### config.mk
export PLATFORM = sky130hd
export DESIGN_NAME = uart_mem_dump_tx
export DESIGN_NICKNAME = d
export VERILOG_FILES = /design/src/rtl/uart_mem_dump_tx.sv
export SDC_FILE = /design/constraint.sdc
export NUM_CORES = 1
export LEC_CHECK = 0
export CAP_MARGIN = 20
export CORE_MARGIN = 2
export CORE_UTILIZATION = 51
export DETAILED_ROUTE_END_ITERATION = 6
export HOLD_SLACK_MARGIN = 0.1
export PLACE_DENSITY = 0.77
export SETUP_SLACK_MARGIN = 0.2
export SLEW_MARGIN = 20
export SYNTH_ARGS = -nofsm -noshare
export SYNTH_HDL_FRONTEND = slang
export SYNTH_SLANG_ARGS = --single-unit
### constraint.sdc
create_clock -name clk -period 2.3 [get_ports clk]
set_clock_uncertainty 0.1 [all_clocks]
set_input_delay 0.345 -clock clk [delete_from_list [all_inputs] [get_ports clk]]
set_output_delay 0.345 -clock clk [all_outputs]
set_load 0.01 [all_outputs]
### src/rtl/uart_mem_dump_tx.sv
// uart_mem_dump_tx: sweeps an 8-bit address range of a 256x8 buffer memory
// and sends each location to a UART TX as a (data, address) byte pair,
// the same framing the byte-pair loader consumes.
module uart_mem_dump_tx #(
  parameter int unsigned ACK_TIMEOUT = 16
) (
  input  logic       clk,
  input  logic       rst,
  input  logic       start,
  input  logic [7:0] first_addr,
  input  logic [7:0] last_addr,
  output logic [7:0] mem_addr,
  output logic       mem_rd_en,
  input  logic [7:0] mem_rdata,
  output logic [7:0] tx_byte,
  output logic       tx_send,
  input  logic       tx_busy,
  output logic       busy,
  output logic       done
);

  localparam int unsigned CW = (ACK_TIMEOUT < 2) ? 1 : $clog2(ACK_TIMEOUT + 1);
  localparam logic [CW-1:0] CNT_MAX = CW'(ACK_TIMEOUT - 1);

  typedef enum logic [3:0] {
    IDLE,
    READ,
    LATCH,
    SEND_D,
    ACK_D,
    DRAIN_D,
    SEND_A,
    ACK_A,
    DRAIN_A,
    NEXT
  } state_t;

  state_t        state;
  logic [7:0]    cur;
  logic [7:0]    stop_addr;
  logic [7:0]    data;
  logic [CW-1:0] cnt;

  // Sweep sequencer: read, latch, then hand data and address bytes to the TX
  // with a busy handshake; a TX that never raises busy is released by timeout.
  always_ff @(posedge clk) begin
    if (rst) begin
      state     <= IDLE;
      cur       <= '0;
      stop_addr <= '0;
      data      <= '0;
      cnt       <= '0;
      mem_addr  <= '0;
      mem_rd_en <= 1'b0;
      tx_byte   <= '0;
      tx_send   <= 1'b0;
      busy      <= 1'b0;
      done      <= 1'b0;
    end else begin
      tx_send <= 1'b0;
      done    <= 1'b0;
      case (state)
        IDLE: begin
          // The start coinciding with the done pulse is deliberately dropped.
          if (start && !done) begin
            cur       <= first_addr;
            stop_addr <= last_addr;
            mem_addr  <= first_addr;
            mem_rd_en <= 1'b1;
            busy      <= 1'b1;
            state     <= READ;
          end
        end
        READ: begin
          mem_rd_en <= 1'b0;
          state     <= LATCH;
        end
        LATCH: begin
          data      <= mem_rdata;
          mem_rd_en <= 1'b0;
          state     <= SEND_D;
        end
        SEND_D: begin
          if (!tx_busy) begin
            tx_byte <= data;
            tx_send <= 1'b1;
            cnt     <= '0;
            state   <= ACK_D;
          end
        end
        ACK_D: begin
          if (tx_busy) begin
            state <= DRAIN_D;
          end else if (cnt == CNT_MAX) begin
            state <= SEND_A;
          end else begin
            cnt <= cnt + CW'(1);
          end
        end
        DRAIN_D: begin
          if (!tx_busy) state <= SEND_A;
        end
        SEND_A: begin
          if (!tx_busy) begin
            tx_byte <= cur;
            tx_send <= 1'b1;
            cnt     <= '0;
            state   <= ACK_A;
          end
        end
        ACK_A: begin
          if (tx_busy) begin
            state <= DRAIN_A;
          end else if (cnt == CNT_MAX) begin
            state <= NEXT;
          end else begin
            cnt <= cnt + CW'(1);
          end
        end
        DRAIN_A: begin
          if (!tx_busy) state <= NEXT;
        end
        NEXT: begin
          if (cur == stop_addr) begin
            done  <= 1'b1;
            busy  <= 1'b0;
            state <= IDLE;
          end else begin
            cur       <= cur + 8'd1;
            mem_addr  <= cur + 8'd1;
            mem_rd_en <= 1'b1;
            state     <= READ;
          end
        end
        default: state <= IDLE;
      endcase
    end
  end

endmodule

# == Yosys cells after proc, flatten, opt, wreduce, memory -nomap -nowiden ==
# Cells that the tools add are included.
# totals
regBits,45
inputBits,28
wordCells,84
# classes
add_sub_neg,2
eq_ne,23
n_mux,28
bitwise_logic,2
n_reduce_logical,19
# ops
operator,count
$pmux W4 S10,1
$mux W4,9
$mux W8,4
$pmux W8 S2,2
$ne A2 B2 Y1 const B,10
$eq A4 B3 Y1 const B,4
$mux W5,3
$reduce_and A3 Y1,4
$pmux W5 S2,1
$reduce_or A2 Y1,5
$add A8 B1 Y8 const B,1
$eq A4 B2 Y1 const B,2
$eq A4 B4 Y1 const B,2
$eq A8 B8 Y1,1
$reduce_and A7 Y1,1
$mux W1,6
$ne A3 B3 Y1 const B,2
$reduce_bool A2 Y1,3
$add A5 B1 Y5 const B,1
$eq A5 B4 Y1 const B,1
$eq A4 B1 Y1 const B,1
$logic_not A4 Y1,1
$reduce_and A4 Y1,1
$pmux W1 S3,1
6 further kinds,7

# == Longest topological paths before layout ==
# depth
ltp_word,4
mapped_depth,8
mapped_depth_nobuf,7

# == Worst setup path before layout ==
# OpenSTA, ideal clock, no wires.
# synth_path
kind,flip-flop to flip-flop
start,register cnt[0]
end,register cnt[3]
setup_time_ps,78
arrival_ps,1729
setup_slack_ps,393
path_stages_with_launch,8
period_less_slack_ps,1907
cell_sequence,dfxtp_1 > ha_1 > and3_1 > ha_1 > nor4_4 > nand4_1 > xor2_1 > nor3_1
# synth_via
elab_chain_cells,4
# synth_lines
element,line,source
from (decl),42,logic [CW-1:0] cnt;
from (signal assigned),97,cnt <= cnt + CW'(1);
from (signal assigned),117,cnt <= cnt + CW'(1);
$add A5 B1 Y5,"97, 117",
$mux W5,"94, 114",
$mux W5,112,if (tx_busy) begin
$pmux W5 S2,62,case (state)
# Parallel ways exist; a longest one is shown, timed or not. The select of a mux whose other input is x is not followed.
# A chain may end at the register's enable or synchronous reset.

# == Worst setup path after layout ==
# Ends and elaborated chain as after synthesis.

==> results.md <==
- Synth top area cells: dfxtp_1, nand2_1, a21oi_1, mux2i_1, a211oi_1
- Clock period minus final worst setup slack: 1.97 ns
- Pins over their slew limit: 0
- CTS Hold Buffers Added: 0
- Ys flop type: dfxtp_1
- Fin Hold WS: 0.359 ns
- RSZ-0062 raised after global routing: yes
- Quantity of I/O buffers inserted on ports: 47
- EDFF count, synth: 0
- Global-route layer with the greatest usage: met2
- Number of warnings issued by yosys: 0
- Number of max-capacitance violations reported: 0
- Hold violation total from the final report: 0
- Total power divided by cell area: 976 nW/um2
- Final TNS setup: 0 ns
- Depth of the CTS H-tree: 2
- Hold Crit Class: flop to flop
- Crit path launch type: flop
- Share of flip-flops with an asynchronous set or reset after synthesis: 0
- Maximum number of pins on one net before global-route repair: 30
- Setup Fix Bufs, Post-CTS: 0
- Average routed wire per standard cell: 14.9 um
- Area of the core region: 4350 um2
- Number of global-route vias before repair: 1944
- Fraction of layout cells with a size suffix above 1: 0.125
- Clock slew seen by the registers of the worst setup and hold paths: 0.08 ns
- First-pass GRT wire length: 9520 um
- Via Count: 2154
- Fill cells: 374
- Post-synth top area share: 0.390
- Number of buffers inserted during clock tree synthesis: 5
- CP max FO: 6
- Worst setup path category: flop to flop
- Net Switching: 1.12 mW
- Required arrival time at the worst endpoint: 2.42 ns
- Final Worst Setup Slack: 0.329 ns
- Final nets: 358
- # IOs: 48
- N_diodes: 0
- Yosys top cell by area: dfxtp_1
- Peak supply drop: 513 uV
- Total Routed Length: 5660 um
- First-pass iteration count of the detailed router: 5
- Post-Synthesis Cell Area: 2310 um2
- CTS tree: done
- Routed Antenna Nets: 0
- Clk network pwr share: 0.167
- Initial antenna violation count: 0
- Post-route DRC: 0
- GR met3 Demand/Resource: 0.0605
- Avg Synthesized Cell Area: 8.55 um2
- Number of setup violations in the final report: 0
- Total Routing Usage GR: 0.237
- Design internal power: 1.82 mW
- Kind of end point of the critical path: flop
- Share of total power in sequential cells: 0.374
- Actual slew at the worst max-slew pin: 0.603 ns
- Synthesized netlist net count: 301
- Number of instances in the synthesized netlist: 270
- Library cells used by synthesis: 50
- Placed wire-length estimate: 4080 um
- Die Footprint: 5080 um2
- Final Cycle Share: 0.857
- Die Span X: 71.3 um
- Met1 track demand over resource in global routing: 0.327
- Proportion of power drawn by combinational gates: 0.459
- Clock insertion delay at the later pin of the skew report: 0.29 ns
- Total overflow reported by the global router: 0
- Final GP Congestion: 0.955
- Synthesis-to-layout area growth: 30.7%
- Critical path data arrival time: 2.09 ns
- Via count normalized by instance count: 5.68
- Maximum clock frequency: 507 MHz
- Floorplan row count: 24
- Sw frac: 0.380
- Worst max-slew margin expressed relative to the limit: 0.597
- Number of DRC markers after the initial detailed-route iteration: 298
- Worst slack, placed: 0.135 ns
- Die height: 71.3 um
- Synthesis-stage register bit count: 45
- Leakage power of the design: 1.07 nW
- Sink count of the clock tree: 45
- Met2 demand-to-capacity share in global routing: 0.367
- Run status: finished, final reports clean
- Bufs on Longest Clock Path: 2
- Share of the yosys chip area belonging to registers: 0.390
- CTS root buffer: clkbuf_8
- Initial cell density of the core: 0.530
-- final cells by class --
class                   instances  area [um2]  area share
flip-flops and latches         45         906       0.300
well taps                      52        65.1      0.0216
inverters                       4        15.0     0.00498
multi-input cells             201        1270       0.423
repair buffers                 70         668       0.222
clock buffers                   7        86.3      0.0286
-- metal layers --
layer | routed length [um] | vias to the layer above
met4 | 99 | 0
li1 | - | 1073
met2 | 2610 | 90
met5 | 0 | -
met1 | 2590 | 975
met3 | 363 | 16
-- worst max-delay path, stage by stage (launching register included) --
cell and delay (ns):
dfxtp_1 0.34, ha_1 0.21, and3_1 0.18, ha_1 0.20, nor4_4 0.31, buf_4 0.19, nand4_1 0.11, xor2_1 0.15
nor3_1 0.11
-- path summary, 6_finish.rpt --
kind | startpoint | slack (ns) | cells after the start | to
hold reg to reg | data[2] | 0.36 | 2 | data[2]
setup reg to reg | cnt[0] | 0.33 | 8 | cnt[3]
setup / recovery | cnt[0] | 0.33 | 8 | cnt[3]
hold / removal | data[2] | 0.36 | 2 | data[2]
-- layout by cell type (no fill, tap or decap), types with 3 or more instances in the layout --
| master | n |
|---|---|
| ha_1 | 3 |
| o21ai_0 | 4 |
| dfxtp_1 | 41 |
| mux2i_1 | 10 |
| nand2_1 | 46 |
| clkdlybuf4s50_1 | 47 |
| dfxtp_2 | 4 |
| nor4_1 | 3 |
| o21a_1 | 3 |
| nand3_1 | 4 |
| clkbuf_8 | 6 |
| a211oi_1 | 11 |
| o211ai_1 | 3 |
| xnor2_1 | 9 |
| nor2_1 | 21 |
| and3_1 | 3 |
| nand2b_1 | 5 |
| buf_4 | 21 |
| xor2_1 | 4 |
| a22oi_1 | 3 |
| nor3_1 | 6 |
| inv_1 | 4 |
| a21oi_1 | 27 |
| nand4_1 | 5 |
| o31a_1 | 3 |
-- timing repair --
| item | CTS | global route |
|---|---|---|
| setup endpoints to repair | 0 | 9 |
| gates resized for setup | 0 | 4 |
| hold endpoints to repair | 0 | 0 |
-- synthesized netlist by cell type (5+ instances only) --
master,number
mux2i_1,10
a21oi_1,27
buf_2,5
dfxtp_1,45
nand2_1,46
nand2b_1,5
clkbuf_1,8
nand4_1,5
xnor2_1,9
a211oi_1,11
nor3_1,6
nor2_1,21
-- state kept, by name, indices dropped and copies added (netlist names), 4 cells and up --
signal,cells
state,4
cur,8
data,8
stop_addr,8
cnt,5
tx_byte,8
-- metrics by stage --
stage | power (mW) | cell area (um2) | cells | utilization
4_1_cts | 2.94 | 3010 | 379 | 0.691
2_1_floorplan | 1.98 | 2310 | 270 | -
3_3_place_gp | 2.42 | 2920 | 372 | 0.672
3_5_place_dp | 2.45 | 2920 | 372 | 0.672
6_report | 2.94 | 3020 | 379 | 0.693
5_1_grt | 3.15 | 3020 | 379 | 0.693
-- cells by family after synthesis --
kind of cell / share of synthesized area
buffers and inverters: 0.0596
muxes: 0.0434
AOI/OAI and AO/OA: 0.198
xor gates and xnor gates: 0.0493
adders and majority gates: 0.0163
and+or+nand+nor: 0.243
DFF: 0.390
-- power by group through the flow --
| stage | sequential (mW) | clock [mW] | combinational (mW) |
|---|---|---|---|
| floorplan | 1.09 | 0 | 0.894 |
| global placement | 1.11 | 0 | 1.32 |
| detailed placement | 1.11 | 0 | 1.33 |
| CTS | 1.10 | 0.500 | 1.35 |
| global route | 1.13 | 0.533 | 1.49 |
| finish | 1.10 | 0.491 | 1.35 |
Power figures use the tool's default switching activity.
